<file path="config.mk">
export PLATFORM = sky130hd
export DESIGN_NAME = mul_16bit_acc
export DESIGN_NICKNAME = d
export VERILOG_FILES = /design/src/rtl/mul_16bit_acc.sv
export SDC_FILE = /design/constraint.sdc
export NUM_CORES = 1
export LEC_CHECK = 0
export BUFFER_PORTS_ARGS = -buffer_cell sky130_fd_sc_hd__clkbuf_2
export CAP_MARGIN = 15
export CORE_AREA = 2 2 99 101
export DETAILED_ROUTE_END_ITERATION = 6
export DIE_AREA = 0 0 101 103
export GPL_ROUTABILITY_DRIVEN = 0
export PLACE_DENSITY = 0.78
export SYNTH_ARGS = -nofsm -noshare
export SYNTH_HDL_FRONTEND = slang
export SYNTH_SLANG_ARGS = --single-unit
</file>
<file path="constraint.sdc">
create_clock -name i_clk -period 3.25 [get_ports i_clk]
set_input_delay 0.8125 -clock i_clk [delete_from_list [all_inputs] [get_ports i_clk]]
set_output_delay 0.8125 -clock i_clk [all_outputs]
set_load 0.02 [all_outputs]
</file>
<file path="src/rtl/mul_16bit_acc.sv">
// mul_16bit_acc: accumulates a programmed number of signed products from the
// 16-bit Wallace tree multiplier into a wide signed accumulator. The sum is
// presented downstream over a valid/ready handshake.
//
// Optional build macro: MUL_ACC_SAT_EN
//   defined   - the accumulator saturates to the signed max/min on overflow
//   undefined - the accumulator wraps modulo 2^ACC_WIDTH
// o_ovf is reported in both builds.
//
// Handshake: o_valid is high for the whole DONE state and stays high until
// the cycle where o_valid && i_ready. o_acc/o_cnt/o_ovf are stable while
// o_valid is high. i_clr overrides both the handshake and any i_end.
module mul_16bit_acc #(
    parameter int DATA_WIDTH = 32,
    parameter int ACC_WIDTH  = 40,
    parameter int CNT_WIDTH  = 8
) (
    input  logic                  i_clk,
    input  logic                  i_rst_n,
    input  logic                  i_clr,
    input  logic [CNT_WIDTH-1:0]  i_len,
    input  logic                  i_end,
    input  logic [DATA_WIDTH-1:0] i_res,
    input  logic                  i_ready,
    output logic                  o_busy,
    output logic                  o_valid,
    output logic [ACC_WIDTH-1:0]  o_acc,
    output logic [CNT_WIDTH-1:0]  o_cnt,
    output logic                  o_ovf,
    output logic                  o_drop
);

    localparam logic [1:0] S_IDLE = 2'd0;
    localparam logic [1:0] S_ACC  = 2'd1;
    localparam logic [1:0] S_DONE = 2'd2;

`ifdef MUL_ACC_SAT_EN
    localparam logic [ACC_WIDTH-1:0] SAT_MAX = {1'b0, {(ACC_WIDTH-1){1'b1}}};
    localparam logic [ACC_WIDTH-1:0] SAT_MIN = {1'b1, {(ACC_WIDTH-1){1'b0}}};
`endif

    logic [1:0]            state_q, state_d;
    logic [ACC_WIDTH-1:0]  acc_q, acc_d;
    logic [CNT_WIDTH-1:0]  cnt_q, cnt_d;
    logic [CNT_WIDTH-1:0]  len_q, len_d;
    logic                  ovf_q, ovf_d;
    logic                  drop_q, drop_d;

    logic [ACC_WIDTH-1:0]  res_ext;
    logic [ACC_WIDTH-1:0]  sum;
    logic [CNT_WIDTH-1:0]  cnt_inc;
    logic                  add_ovf;

    // Sign-extend the product, form the candidate sum and detect signed overflow
    always_comb begin
        res_ext = ACC_WIDTH'($signed(i_res));
        sum     = acc_q + res_ext;
        cnt_inc = cnt_q + CNT_WIDTH'(1);
        add_ovf = (acc_q[ACC_WIDTH-1] == res_ext[ACC_WIDTH-1]) &&
                  (sum[ACC_WIDTH-1] != acc_q[ACC_WIDTH-1]);
    end

    // Next-state logic: i_clr restarts from any state and wins over i_end/handshake
    always_comb begin
        state_d = state_q;
        acc_d   = acc_q;
        cnt_d   = cnt_q;
        len_d   = len_q;
        ovf_d   = ovf_q;
        drop_d  = drop_q;
        if (i_clr) begin
            acc_d   = '0;
            cnt_d   = '0;
            ovf_d   = 1'b0;
            drop_d  = 1'b0;
            len_d   = i_len;
            state_d = (i_len != '0) ? S_ACC : S_DONE;
        end else begin
            case (state_q)
                S_IDLE: begin
                    if (i_end) drop_d = 1'b1;
                end
                S_ACC: begin
                    if (i_end) begin
`ifdef MUL_ACC_SAT_EN
                        // Clamp toward the sign of the pre-add value; later adds start from here
                        if (add_ovf) acc_d = acc_q[ACC_WIDTH-1] ? SAT_MIN : SAT_MAX;
                        else         acc_d = sum;
`else
                        acc_d = sum;
`endif
                        cnt_d = cnt_inc;
                        if (add_ovf) ovf_d = 1'b1;
                        if (cnt_inc == len_q) state_d = S_DONE;
                    end
                end
                S_DONE: begin
                    if (i_end)   drop_d  = 1'b1;
                    if (i_ready) state_d = S_IDLE;
                end
                default: state_d = S_IDLE;
            endcase
        end
    end

    // State and datapath registers with asynchronous active-low reset
    always_ff @(posedge i_clk or negedge i_rst_n) begin
        if (!i_rst_n) begin
            state_q <= S_IDLE;
            acc_q   <= '0;
            cnt_q   <= '0;
            len_q   <= '0;
            ovf_q   <= 1'b0;
            drop_q  <= 1'b0;
        end else begin
            state_q <= state_d;
            acc_q   <= acc_d;
            cnt_q   <= cnt_d;
            len_q   <= len_d;
            ovf_q   <= ovf_d;
            drop_q  <= drop_d;
        end
    end

    assign o_busy  = (state_q == S_ACC);
    assign o_valid = (state_q == S_DONE);
    assign o_acc   = acc_q;
    assign o_cnt   = cnt_q;
    assign o_ovf   = ovf_q;
    assign o_drop  = drop_q;

endmodule

</file>
==> results of run 1 <==
-- stage by stage --
| stage | utilization | hold slack, ns |
|---|---|---|
| 2_1_floorplan | - | 0.4669 |
| 3_3_place_gp | 0.6075 | 0.4804 |
| 3_5_place_dp | 0.6075 | 0.4925 |
| 4_1_cts | 0.6288 | 0.4188 |
| 5_1_grt | 0.6288 | 0.4465 |
| 6_report | 0.6288 | 0.4079 |
-- state kept, by name, summed over array words and instances, names as in the netlist --
signal,count
o_acc,40
len_q,8
o_cnt,8
state_q,2
o_drop,1
o_ovf,1
-- final timing paths --
| path | from | to | slack (ns) | cells past startpoint |
|---|---|---|---|---|
| max | i_res[0] | o_acc[38] | 0.25 | 11 |
| min | i_rst_n | len_q[2] | 0.41 | 1 |
| max reg2reg | o_acc[0] | o_acc[38] | 0.40 | 10 |
| min reg2reg | o_drop | o_drop | 0.51 | 2 |
| max in group asynchronous | i_rst_n | o_acc[20] | 2.11 | 2 |
| min in group i_clk | o_drop | o_drop | 0.51 | 2 |
-- logic make-up after synthesis --
family | Yosys count | share of synthesized area
DFF | 60 | 0.2974
AOI/OAI and AO/OA | 195 | 0.2649
muxes | 12 | 0.02553
xor gates and xnor gates | 40 | 0.06939
adders and majority gates | 41 | 0.1031
and+or+nand+nor | 206 | 0.2040
buffers and inverters | 43 | 0.03569
-- per-layer routing --
metal  GRT usage  up-vias
met4      0.1175        0
met5           0        -
li1            -     2420
met1      0.3539     2422
met2      0.4723      201
met3     0.06102       34
-- power by group --
part / leakage (nW) / internal (mW) / switching [mW]
sequential: 0.799 / 0.800 / 0.0495
clock: 0.0983 / 0.374 / 0.354
combinational: 2.00 / 0.344 / 0.511
-- synth_stat cells (all sizes together) (13+ instances only) --
library cell	instances
dfrtp	60
nand2	76
nor3	13
nand3	15
a21o	25
clkbuf	21
ha	40
a21oi	69
o21ai	32
xnor2	25
nor2	34
xor2	15
nand4	15
nand3b	13
-- final cells by class --
class | count | area (um2)
sequential | 60 | 1501
clock inverter | 6 | 63.81
inverter | 12 | 45.04
clock buffer | 10 | 137.6
multi-input combinational | 494 | 3374
timing repair buffer | 123 | 683.2
fill | 819 | 3511
tap | 114 | 142.6
==> impl_metrics.json, run 1 <==
{
  "outcome": "complete, no violations",
  "synth_edf_count": 0,
  "cts_sinks": 60,
  "fin_area_um2": 5948,
  "finalHoldViolations": 0,
  "post_cts_buffers": 0,
  "grt_max_degree": 36,
  "dpl_cell_area_um2": 5747,
  "crit_path_max_incr_delay_ns": 0.42,
  "synth_top_area_cell": "dfrtp_1",
  "antenna_found_initial": 0,
  "grt_pass1_wl_um": 23470,
  "start_kind": "input pin",
  "cts_buffer_depth": 2,
  "clock_latency_ns": 0.36,
  "synth_seq_cells": 60,
  "ir_drop_mv": 0.2244,
  "coreArea_um2": 9459,
  "finalNonFillerCells": 819,
  "power_per_cell_area_nw_per_um2": 409.0,
  "drv_cap": 0,
  "grt_pass1_vias": 4953,
  "ys_seq_area_frac": 0.2974,
  "fmax_mhz": 333.8,
  "slew_headroom": 0.4687,
  "diodes": 0,
  "path_buf_inv": 1,
  "critPathKind": "in -> reg",
  "viasPerCell": 6.199,
  "syn_area_um2": 5049,
  "layout_commonest_cell": "clkbuf_2",
  "area_growth_pct": 17.82,
  "ctsHtreeMaxLevel": 3,
  "cts_buffers": 9,
  "setup_viol": 0,
  "total_power_mw": 2.433,
  "dr.pass1.iters": 5,
  "postCtsHoldBufs": 0,
  "hp-class": "in -> async",
  "worst_pin_slew_ns": 0.7866,
  "cts-root-buf": "clkbuf_8",
  "fin_setup_tns_ns": 0,
  "die_w_um": 101,
  "async_flop_share": 1.000,
  "critical-path-top-delay-family": "compound AO/OA/AOI/OAI gates",
  "wl_met3_um": 857,
  "wirelength_um": 14100,
  "start_util": 0.5337,
  "syn_avg_cell_area_um2": 8.457,
  "grt.overflow.total": 0,
  "netlist_instances": 597,
  "finalCriticalPeriod_ns": 2.996,
  "ioPinCount": 97,
  "dieArea_um2": 10400,
  "place_ws_ns": -0.1031,
  "yosysTopAreaCellShare": 0.2974,
  "post-place-cells": 803,
  "rsz0062_at_grt": "no",
  "cts_tree": "built",
  "grt.total_usage": 0.2817,
  "drive_gt1_frac": 0.2369,
  "synthDistinctLibCells": 73,
  "p_leak_nw": 2.898,
  "yosys_warnings": 0,
  "num_rows": 36,
  "hpwl_um": 10440,
  "clock_skew_ns": 0.01237,
  "required_ns": 3.50,
  "synthesis.nets": 683,
  "drv_slew": 0,
  "synth_area_leaders": "dfrtp_1 (30%), ha_1 (9.9%), a21oi_1 (6.6%)",
  "crit_slowest_cell": "fa_1",
  "layout_common_cells": "clkbuf_2 (96), nand2_1 (75), a21oi_1 (67)",
  "nNetsFinal": 786,
  "vias": 5077,
  "ant_nets": 0,
  "drcViolationCount": 0,
  "dr.max_layer_used": "met4",
  "min_period_over_period": 0.9217,
  "crit_fanout": 4,
  "ys.flop_type": "dfrtp_1",
  "dr_wl_met2_um": 6768,
  "drt_iter0_drc": 331,
  "fin_ws_ns": 0.2543,
  "die_h_um": 103,
  "cts.repair.resized": 0,
  "io_buffers": 96,
  "wl_met1_um": 6127,
  "wl_per_cell_um": 17.21,
  "arrival_ns": 3.25,
  "crit_path_end_kind": "flop",
  "path_clk_slew_ns": 0.08,
  "crit_chain": "clkbuf_2, ha_1, fa_1, a21o_2, a221oi_2, o21ai_4, a31oi_4, o2111ai_4, a41oi_4, o21ai_2, a211o_1"
}
(Power assumes the default switching activity.)
==> inputs of run 2 (changes only) <==
--- a/config.mk
+++ b/config.mk
@@ -12,6 +12,7 @@
 export DIE_AREA = 0 0 101 103
 export GPL_ROUTABILITY_DRIVEN = 0
 export PLACE_DENSITY = 0.78
+export SETUP_SLACK_MARGIN = 0.4
 export SYNTH_ARGS = -nofsm -noshare
 export SYNTH_HDL_FRONTEND = slang
 export SYNTH_SLANG_ARGS = --single-unit
==> run 2 against run 1 <==
Net effect:
- wire length fell by 1.3%
- combinational power rose by 1%
- global-route usage fell by 1.2 points
- largest power group unchanged
==> impl_metrics.json, run 2 (same netlist as run 1, synthesis figures left out) <==
{
  "outcome": "complete, no violations",
  "drcViolationCount": 0,
  "grt_pass1_wl_um": 22510,
  "ant_nets": 0,
  "setup_viol": 0,
  "antenna_found_initial": 0,
  "viasPerCell": 6.126,
  "wirelength_um": 13920,
  "layout_commonest_cell": "clkbuf_2",
  "dpl_cell_area_um2": 5767,
  "die_h_um": 103,
  "post-place-cells": 801,
  "worst_pin_slew_ns": 0.7902,
  "power_per_cell_area_nw_per_um2": 404.4,
  "ioPinCount": 97,
  "drive_gt1_frac": 0.2504,
  "clock_skew_ns": 0.01311,
  "cts_tree": "built",
  "diodes": 0,
  "cts_buffer_depth": 2,
  "postCtsHoldBufs": 0,
  "fin_area_um2": 6013,
  "critPathKind": "in -> reg",
  "p_leak_nw": 2.900,
  "start_kind": "input pin",
  "place_ws_ns": 0.05722,
  "fin_setup_tns_ns": 0,
  "coreArea_um2": 9459,
  "arrival_ns": 3.07,
  "grt_max_degree": 61,
  "r2r_slack_ns": 0.55,
  "drt_iter0_drc": 382,
  "wl_per_cell_um": 17.03,
  "nNetsFinal": 784,
  "num_rows": 36,
  "hp-class": "reg -> reg",
  "cts_sinks": 60,
  "ctsHtreeMaxLevel": 3,
  "vias": 5005,
  "path_clk_slew_ns": 0.09,
  "die_w_um": 101,
  "layout_common_cells": "clkbuf_2 (96), nand2_1 (74), a21oi_1 (65)",
  "finalHoldViolations": 0,
  "area_growth_pct": 19.11,
  "fmax_mhz": 355.2,
  "cts-root-buf": "clkbuf_8",
  "cts_buffers": 9,
  "required_ns": 3.50,
  "rsz0062_at_grt": "yes",
  "largest_reg_flops": 40,
  "drv_slew": 0,
  "crit_fanout": 4,
  "slew_headroom": 0.4732,
  "grt.total_usage": 0.2699,
  "drv_cap": 0,
  "crit_path_end_kind": "flop",
  "clock_latency_ns": 0.37,
  "ir_drop_mv": 0.2108,
  "grt_pass1_vias": 4784,
  "dieArea_um2": 10400,
  "hold_depth": 2,
  "timing.hold.ws_ns": 0.5099,
  "finalNonFillerCells": 817,
  "reg2regPathDepth": 10,
  "grt.overflow.total": 0,
  "hpwl_um": 10210,
  "finalCriticalPeriod_ns": 2.815,
  "dr.pass1.iters": 5,
  "fin_ws_ns": 0.4350,
  "io_buffers": 96,
  "min_period_over_period": 0.8662,
  "start_util": 0.5337
}
-- run 2: metrics by stage --
step,util,power [mW]
floorplan,-,1.451
global placement,0.6097,1.680
detailed placement,0.6097,1.705
CTS,0.6306,2.421
global route,0.6357,2.560
finish,0.6357,2.432
-- run 2: metal layers --
metal	share of wire	wire length (um)	vias to the layer above	GRT usage
met2	0.49	6761	193	0.4605
li1	-	-	2431	-
met5	0	0	-	0
met3	0.054	753	27	0.04881
met4	0.020	274	0	0.09459
met1	0.44	6127	2354	0.3459
-- run 2: timing repair --
action	in CTS	in global routing
setup endpoints to repair	0	8
resized for setup	0	10
buffers inserted	0	0
-- run 2: path summary, 6_finish.rpt --
| kind | from | endpoint |
|---|---|---|
| min in group asynchronous | i_rst_n | o_acc[8] |
| max | i_res[0] | o_acc[38] |
| max in group asynchronous | i_rst_n | o_acc[22] |
| min reg2reg | o_ovf | o_ovf |
| max reg2reg | o_acc[0] | o_acc[38] |
| min | o_ovf | o_ovf |
-- run 2: report_power, final --
group	switching (mW)	internal (mW)	total, mW
Clock	0.357	0.358	0.715
Combinational	0.520	0.346	0.866
Sequential	0.0503	0.800	0.851
-- run 2: cell type report --
| type | instances | area, um2 |
|---|---|---|
| flip-flops and latches | 60 | 1501 |
| clock buffers | 9 | 123.9 |
| repair buffers | 121 | 668.1 |
| well taps | 114 | 142.6 |
| clock inverters | 7 | 73.82 |
| multi-input cells | 494 | 3458 |
| inverters | 12 | 45.04 |
| fillers | 837 | 3446 |
-- run 2: worst max-delay path: stages --
cell and delay (ns):
clkbuf_2 0.10, ha_4 0.17, fa_2 0.36, a21o_4 0.22
a221oi_4 0.33, o21ai_4 0.10, a31oi_4 0.22, o2111ai_4 0.17
a41oi_4 0.26, o21ai_2 0.07, a211o_1 0.25
